[src/rtl/blit_pkg.sv]
// blit_pkg: shared field widths, packed-entry layout and sequencer state encoding for the blit scheduler
// Contents: BLIT_*_W widths, *_LSB offsets of {op, src, height, destX, destY}, state_t, pack_cmd()
package blit_pkg;
  localparam int BLIT_OP_W  = 3;
  localparam int BLIT_SRC_W = 12;
  localparam int BLIT_H_W   = 4;
  localparam int BLIT_X_W   = 7;
  localparam int BLIT_Y_W   = 6;
  localparam int BLIT_CMD_W = 32;
  localparam int Y_LSB   = 0;
  localparam int X_LSB   = Y_LSB + BLIT_Y_W;
  localparam int H_LSB   = X_LSB + BLIT_X_W;
  localparam int SRC_LSB = H_LSB + BLIT_H_W;
  localparam int OP_LSB  = SRC_LSB + BLIT_SRC_W;
  typedef enum logic [2:0] {S_IDLE, S_ISSUE, S_WAIT_BUSY, S_WAIT_DONE, S_COMPLETE} state_t;
  function automatic logic [BLIT_CMD_W-1:0] pack_cmd(
    input logic [BLIT_OP_W-1:0]  op,
    input logic [BLIT_SRC_W-1:0] src,
    input logic [BLIT_H_W-1:0]   h,
    input logic [BLIT_X_W-1:0]   x,
    input logic [BLIT_Y_W-1:0]   y
  );
    return {op, src, h, x, y};
  endfunction
endpackage

[src/rtl/blit_cmd_fifo.sv]
// blit_cmd_fifo: synchronous FIFO of packed blit commands exposing the oldest entry as head
// Ports: clk/res clock and sync reset; push+wdata enqueue; pop dequeue; head = oldest entry; full/empty status
module blit_cmd_fifo #(
  parameter int DEPTH = 4,
  parameter int W = 32
) (
  input  logic         clk,
  input  logic         res,
  input  logic         push,
  input  logic [W-1:0] wdata,
  input  logic         pop,
  output logic [W-1:0] head,
  output logic         full,
  output logic         empty
);
  localparam int AW = $clog2(DEPTH);
  logic [W-1:0] mem [DEPTH];
  logic [AW:0] wp, rp;
  assign empty = wp == rp;
  // extra pointer MSB distinguishes a full ring from an empty one
  assign full = wp[AW] != rp[AW] && wp[AW-1:0] == rp[AW-1:0];
  assign head = mem[rp[AW-1:0]];
  always_ff @(posedge clk)
    if (push && !full) mem[wp[AW-1:0]] <= wdata;
  always_ff @(posedge clk) begin
    if (res) begin
      wp <= '0;
      rp <= '0;
    end else begin
      if (push && !full) wp <= wp + 1'b1;
      if (pop && !empty) rp <= rp + 1'b1;
    end
  end
endmodule

[src/rtl/blit_scheduler.sv]
// blit_scheduler: queues CPU blit commands and issues them one at a time to the blitter, reporting completion and collisions
// Ports: clk/res clock and sync reset; req_* CPU command handshake; vblank issue gate; blit_* blitter command and
// enable/ready handshake; done/done_collision per-command result; collision_sticky/collision_clr; busy; overflow
module blit_scheduler
  import blit_pkg::*;
#(
  parameter int DEPTH = 4,
  parameter bit VSYNC_GATE = 1'b0,
  parameter int BUSY_TIMEOUT = 15
) (
  input  logic        clk,
  input  logic        res,
  input  logic        req_valid,
  output logic        req_ready,
  input  logic [2:0]  req_op,
  input  logic [11:0] req_src,
  input  logic [3:0]  req_height,
  input  logic [6:0]  req_destX,
  input  logic [5:0]  req_destY,
  input  logic        vblank,
  output logic [2:0]  blit_op,
  output logic [11:0] blit_src,
  output logic [3:0]  blit_srcHeight,
  output logic [6:0]  blit_destX,
  output logic [5:0]  blit_destY,
  output logic        blit_enable,
  input  logic        blit_ready,
  input  logic        blit_collision,
  output logic        done,
  output logic        done_collision,
  output logic        collision_sticky,
  input  logic        collision_clr,
  output logic        busy,
  output logic        overflow
);
  // the enable cycle counts toward the timeout, so an instant op completes BUSY_TIMEOUT cycles after enable
  localparam logic [3:0] TO_LAST = 4'(BUSY_TIMEOUT - 2);
  state_t state, state_nxt;
  logic [3:0] cnt;
  logic full, empty, push, start;
  logic [BLIT_CMD_W-1:0] head;
  assign push = req_valid && !full;
  assign req_ready = !full;
  assign start = state == S_IDLE && !empty && blit_ready && (!VSYNC_GATE || vblank);
  blit_cmd_fifo #(.DEPTH(DEPTH), .W(BLIT_CMD_W)) u_fifo (
    .clk   (clk),
    .res   (res),
    .push  (push),
    .wdata (pack_cmd(req_op, req_src, req_height, req_destX, req_destY)),
    .pop   (start),
    .head  (head),
    .full  (full),
    .empty (empty)
  );
  always_ff @(posedge clk) state <= res ? S_IDLE : state_nxt;
  always_comb begin
    state_nxt = state;
    case (state)
      S_IDLE:      state_nxt = start ? S_ISSUE : S_IDLE;
      S_ISSUE:     state_nxt = S_WAIT_BUSY;
      S_WAIT_BUSY: state_nxt = !blit_ready ? S_WAIT_DONE : cnt == TO_LAST ? S_COMPLETE : S_WAIT_BUSY;
      S_WAIT_DONE: state_nxt = blit_ready ? S_COMPLETE : S_WAIT_DONE;
      S_COMPLETE:  state_nxt = S_IDLE;
      default:     state_nxt = S_IDLE;
    endcase
  end
  always_comb begin
    blit_enable = state == S_ISSUE;
    done = state == S_COMPLETE;
    done_collision = done && blit_collision;
    busy = push || !empty || state != S_IDLE;
  end
  always_ff @(posedge clk) begin
    if (res) begin
      {blit_op, blit_src, blit_srcHeight, blit_destX, blit_destY} <= '0;
      cnt <= '0;
      collision_sticky <= 1'b0;
      overflow <= 1'b0;
    end else begin
      if (start) {blit_op, blit_src, blit_srcHeight, blit_destX, blit_destY} <= head;
      cnt <= state == S_ISSUE ? 4'd0 : state == S_WAIT_BUSY ? cnt + 1'b1 : cnt;
      // a completing collision beats a simultaneous clear
      collision_sticky <= (done && blit_collision) || (collision_sticky && !collision_clr);
      overflow <= overflow || (req_valid && full);
    end
  end
endmodule
[config.mk]
export PLATFORM = sky130hd
export DESIGN_NAME = blit_scheduler
export DESIGN_NICKNAME = d
export VERILOG_FILES = /design/src/rtl/blit_pkg.sv /design/src/rtl/blit_cmd_fifo.sv /design/src/rtl/blit_scheduler.sv
export SDC_FILE = /design/constraint.sdc
export NUM_CORES = 1
export LEC_CHECK = 0
export CORE_ASPECT_RATIO = 2
export CORE_MARGIN = 8
export CORE_UTILIZATION = 60
export DETAILED_ROUTE_END_ITERATION = 10
export DONT_BUFFER_PORTS = 1
export GPL_TIMING_DRIVEN = 0
export PLACE_DENSITY = 0.83
export SYNTH_ARGS = -nofsm -noshare
export SYNTH_HDL_FRONTEND = slang
export SYNTH_SLANG_ARGS = --single-unit
[constraint.sdc]
create_clock -name clk -period 3.7 [get_ports clk]
set_input_delay 0.555 -clock clk [delete_from_list [all_inputs] [get_ports clk]]
set_output_delay 0.555 -clock clk [all_outputs]
set_load 0.02 [all_outputs]
==> summary.md <==
| Metric | Value |
|---|---|
| Die extent in x | between 90 and 100 um |
| Clock slew seen by the registers of the worst setup and hold paths | 70 ps |
| Gate family responsible for the most delay along the worst path | simple AND/OR/NAND/NOR gates |
| Ranking of synthesized cells by area | edfxtp_1 55%, dfxtp_1 13%, mux4_2 10% |
| Placed wire-length estimate after detailed placement | roughly 8200 um |
| Share of synthesized flip-flops with an asynchronous set or reset | 0% |
| Post-synthesis sequential area ratio | between 60 and 70% |
| TritonCTS clock tree | yes |
| TritonRoute pass-1 iters | 5 |
| Final setup slack of the worst path | approximately 1000 ps |
| Status | completed |
| Net switching share of the total power | around 25% |
| Switching power | about 1.2 mW |
| Cts hold-fix bufs | 0 |
| Global-route usage over all layers | roughly 17% |
| Worst-path fanout max | 32 |
| Growth of design area from synthesis to finish | 11.4% |
| Cell area after technology mapping | 6990 um^2 |
| Number of placed instances, taps included | 560 |
| Leading cell type in the layout, fill and taps excluded | edfxtp_1 |
| RSZ-0062 raised after global routing | no |
| Power per standard cell area | just over 600 nW/um^2 |
| Maximum operating frequency | 0.377 GHz |
| Initial antenna violation count | 0 |
| Pin count of the biggest net entering global routing | 33 |
| Core occupancy in the finished layout | 67.3% |
| Setup total negative slack | 0 ps |
| # fillers | 814 |
| Number of rows created at floorplan | between 50 and 60 |
| Core area | 11,600 um^2 |
| Main synth FF type | edfxtp_1 |
| Final std cells w/o fill | 592 |
| Xor and xnor fraction of the mapped netlist area | 0.752% |
| Via/cell ratio | around 5.8 |
| Final worst path period need | 2650 ps |
| Largest stage delay on the critical path | 780 ps |
| Critical path capture point type | register |
| Share of the synthesized area in the top cell type | 55.0% |
| Flop pwr share | 50.2% |
| Flip-flop and latch count after synthesis | 175 |
| Worst-case headroom to the max-slew limit | between 40 and 50% |
| DRT iter0 DRCs | 220 |
| Post-synthesis simple-gate area fraction | between 9 and 10% |
| Buffering stage count on the worst path with inverters included | 2 |
| Setup repair bufs after CTS | 0 |
| Placer congestion estimate | roughly 0.73 |
| Cell leakage power | around 2.7 nW |
| First-pass GRT wire length | 19,800 um |
| Synth Instances | between 400 and 500 |
| Total wire length | between 10,000 and 15,000 um |
| TritonCTS Sinks | 175 |
| Clock skew | a little over 20 ps |
| Fin crit share | a little under three quarters |
| Average routed wire per standard cell | between 20 and 25 um |
| Adder and majority cell fraction of the synthesized area | 1.25% |
| Diode count | 0 |
| Critical-path cell with the highest stage delay | and2_2 |
| H-tree level count | 4 |
| Path type of the worst min-delay path | input port to register |
| Syn nets | about 460 |
| Slew of the pin with the lowest slew margin | around 900 ps |
| Buffers added on ports | 0 |
| Top Ports | slightly below 80 |
| Maximum Capacitance Violations | 0 |
| Portion of netlist area occupied by mux cells | 15.7% |
| Top library cells by usage in the layout, fill and taps aside | 128 x edfxtp_1, 70 x nand2b_1, 47 x dfxtp_1 |
| GR Overflow Total | 0 |
| Cells resized by post-CTS repair | 0 |
| Post-synthesis compound-gate area fraction | around 2.4% |
| Placed standard-cell area | approximately 7200 um^2 |
| Number of buffers between clock root and the deepest sink | 2 |
| Biggest area consumer among synthesized cells | edfxtp_1 |
| Fraction of power consumed by the clock network | a little under two fifths |
| Num CTS Buffers | 17 |
| CP Launch Type | register |
| Number of global-route vias before repair | ~3,700 |
| Initial Util | ~60% |
| Final Hold Viols | 0 |
| # DRC | 0 |
| Remaining antenna violation count after routing | 0 |
| Dominant combinational cell family by area after synthesis | multiplexers |
| Part of the power in combinational logic | around 12% |
| Nets | 480 |
| Warning count from the yosys run | 0 |
| Startpoint-to-endpoint class of the critical path | register to register |
| Root Buffer Master | clkbuf_16 |
| Routed via count | roughly 3,400 |
| Internal Pwr Total | about 3.6 mW |
| Fraction of layout instances using a drive strength above 1 | between 10% and 20% |
| Area of the die | between 15,000 and 20,000 um^2 |
| Clock latency on the worst-skew pair | around 420 ps |
| Critical path, cell by cell | buf_2, buf_4, xor2_1, o31a_1, and2_2 |
| Number of enable flip-flop cells after synthesis | 128 |
| Finished layout cell area | 7790 um^2 |
| Number of unique standard cell types used by synthesis | 46 |
| Average size of a mapped cell | approximately 17 um^2 |
| Max-slew violation count | 0 |
| Arrival time of the worst setup path | roughly 2700 ps |
| Vertical die dimension | roughly 170 um |
| Worst slack after detailed placement | between 1000 and 1500 ps |
| Final number of setup-violating endpoints | 0 |
| Required time worst endpoint | around 3700 ps |
| Worst VDD drop | 0.399 mV |
-- final cells by class --
class,count,area (um^2),area share (%)
Clock inverter,11,116,1.49
Inverter,6,22.5,0.289
Buffer,24,134,1.72
Multi-Input combinational cell,210,2050,26.4
Clock buffer,21,493,6.33
Sequential cell,175,4780,61.4
Tap cell,145,181,2.33
-- power by group through the flow --
stage	registers [mW]	logic, mW	clock network (mW)
floorplan	2.41	0.490	0
global placement	2.43	0.578	0
detailed placement	2.44	0.595	0
CTS	2.40	0.599	1.82
global route	2.41	0.646	1.89
finish	2.39	0.583	1.79
-- synth_stat cells, drive strengths merged, types with 2 or more instances --
cell type	instances
xor2	3
o311ai	2
mux2i	34
nor2b	4
inv	6
nand2	3
o21bai	2
dfxtp	47
xnor2	3
buf	10
mux2	3
clkbuf	14
edfxtp	128
nor3b	3
nand2b	70
a21oi	4
mux4	32
o21ai	3
and3	2
a211oi	2
and2	6
ha	7
a31o	2
nor2	7
nor4	2
-- per-stage QoR --
stage / power, mW / hold slack [ps]
4_1_cts: 4.82 / 221
2_1_floorplan: 2.90 / 468
3_3_place_gp: 3.01 / 484
5_1_grt: 4.94 / 213
6_report: 4.77 / 232
3_5_place_dp: 3.03 / 499
-- sequential cells by signal (all words and copies together), names as in the netlist, 4 cells and up --
signal and count:
blit_src 12, cnt 4, blit_destY 6, u_fifo.mem 128, blit_destX 7, blit_srcHeight 4
-- cells by family after synthesis --
group,count (synthesis)
buffers and inverters,30
multiplexers,69
adder cells (fa/ha/maj),7
AO/OA/AOI/OAI,23
flip-flops,175
XOR/XNOR,6
AND/OR/NAND/NOR,105
-- final timing paths --
kind	to	slack (ps)	cells after the start	from
max	u_fifo.mem[3][15]	1050	5	u_fifo.rp[0]
min reg2reg	cnt[1]	510	2	cnt[1]
min	u_fifo.mem[3][18]	230	0	req_src[1]
max reg2reg	u_fifo.mem[3][15]	1050	5	u_fifo.rp[0]
-- routing by layer --
metal	vias up	GRT usage, %	share of wire (%)
met1	1730	16.8	36
met2	86	30.5	55
met5	-	0	0
met4	0	6.21	1.3
met3	13	6.48	7.4
li1	1602	-	-
Power figures use the tool's default switching activity.
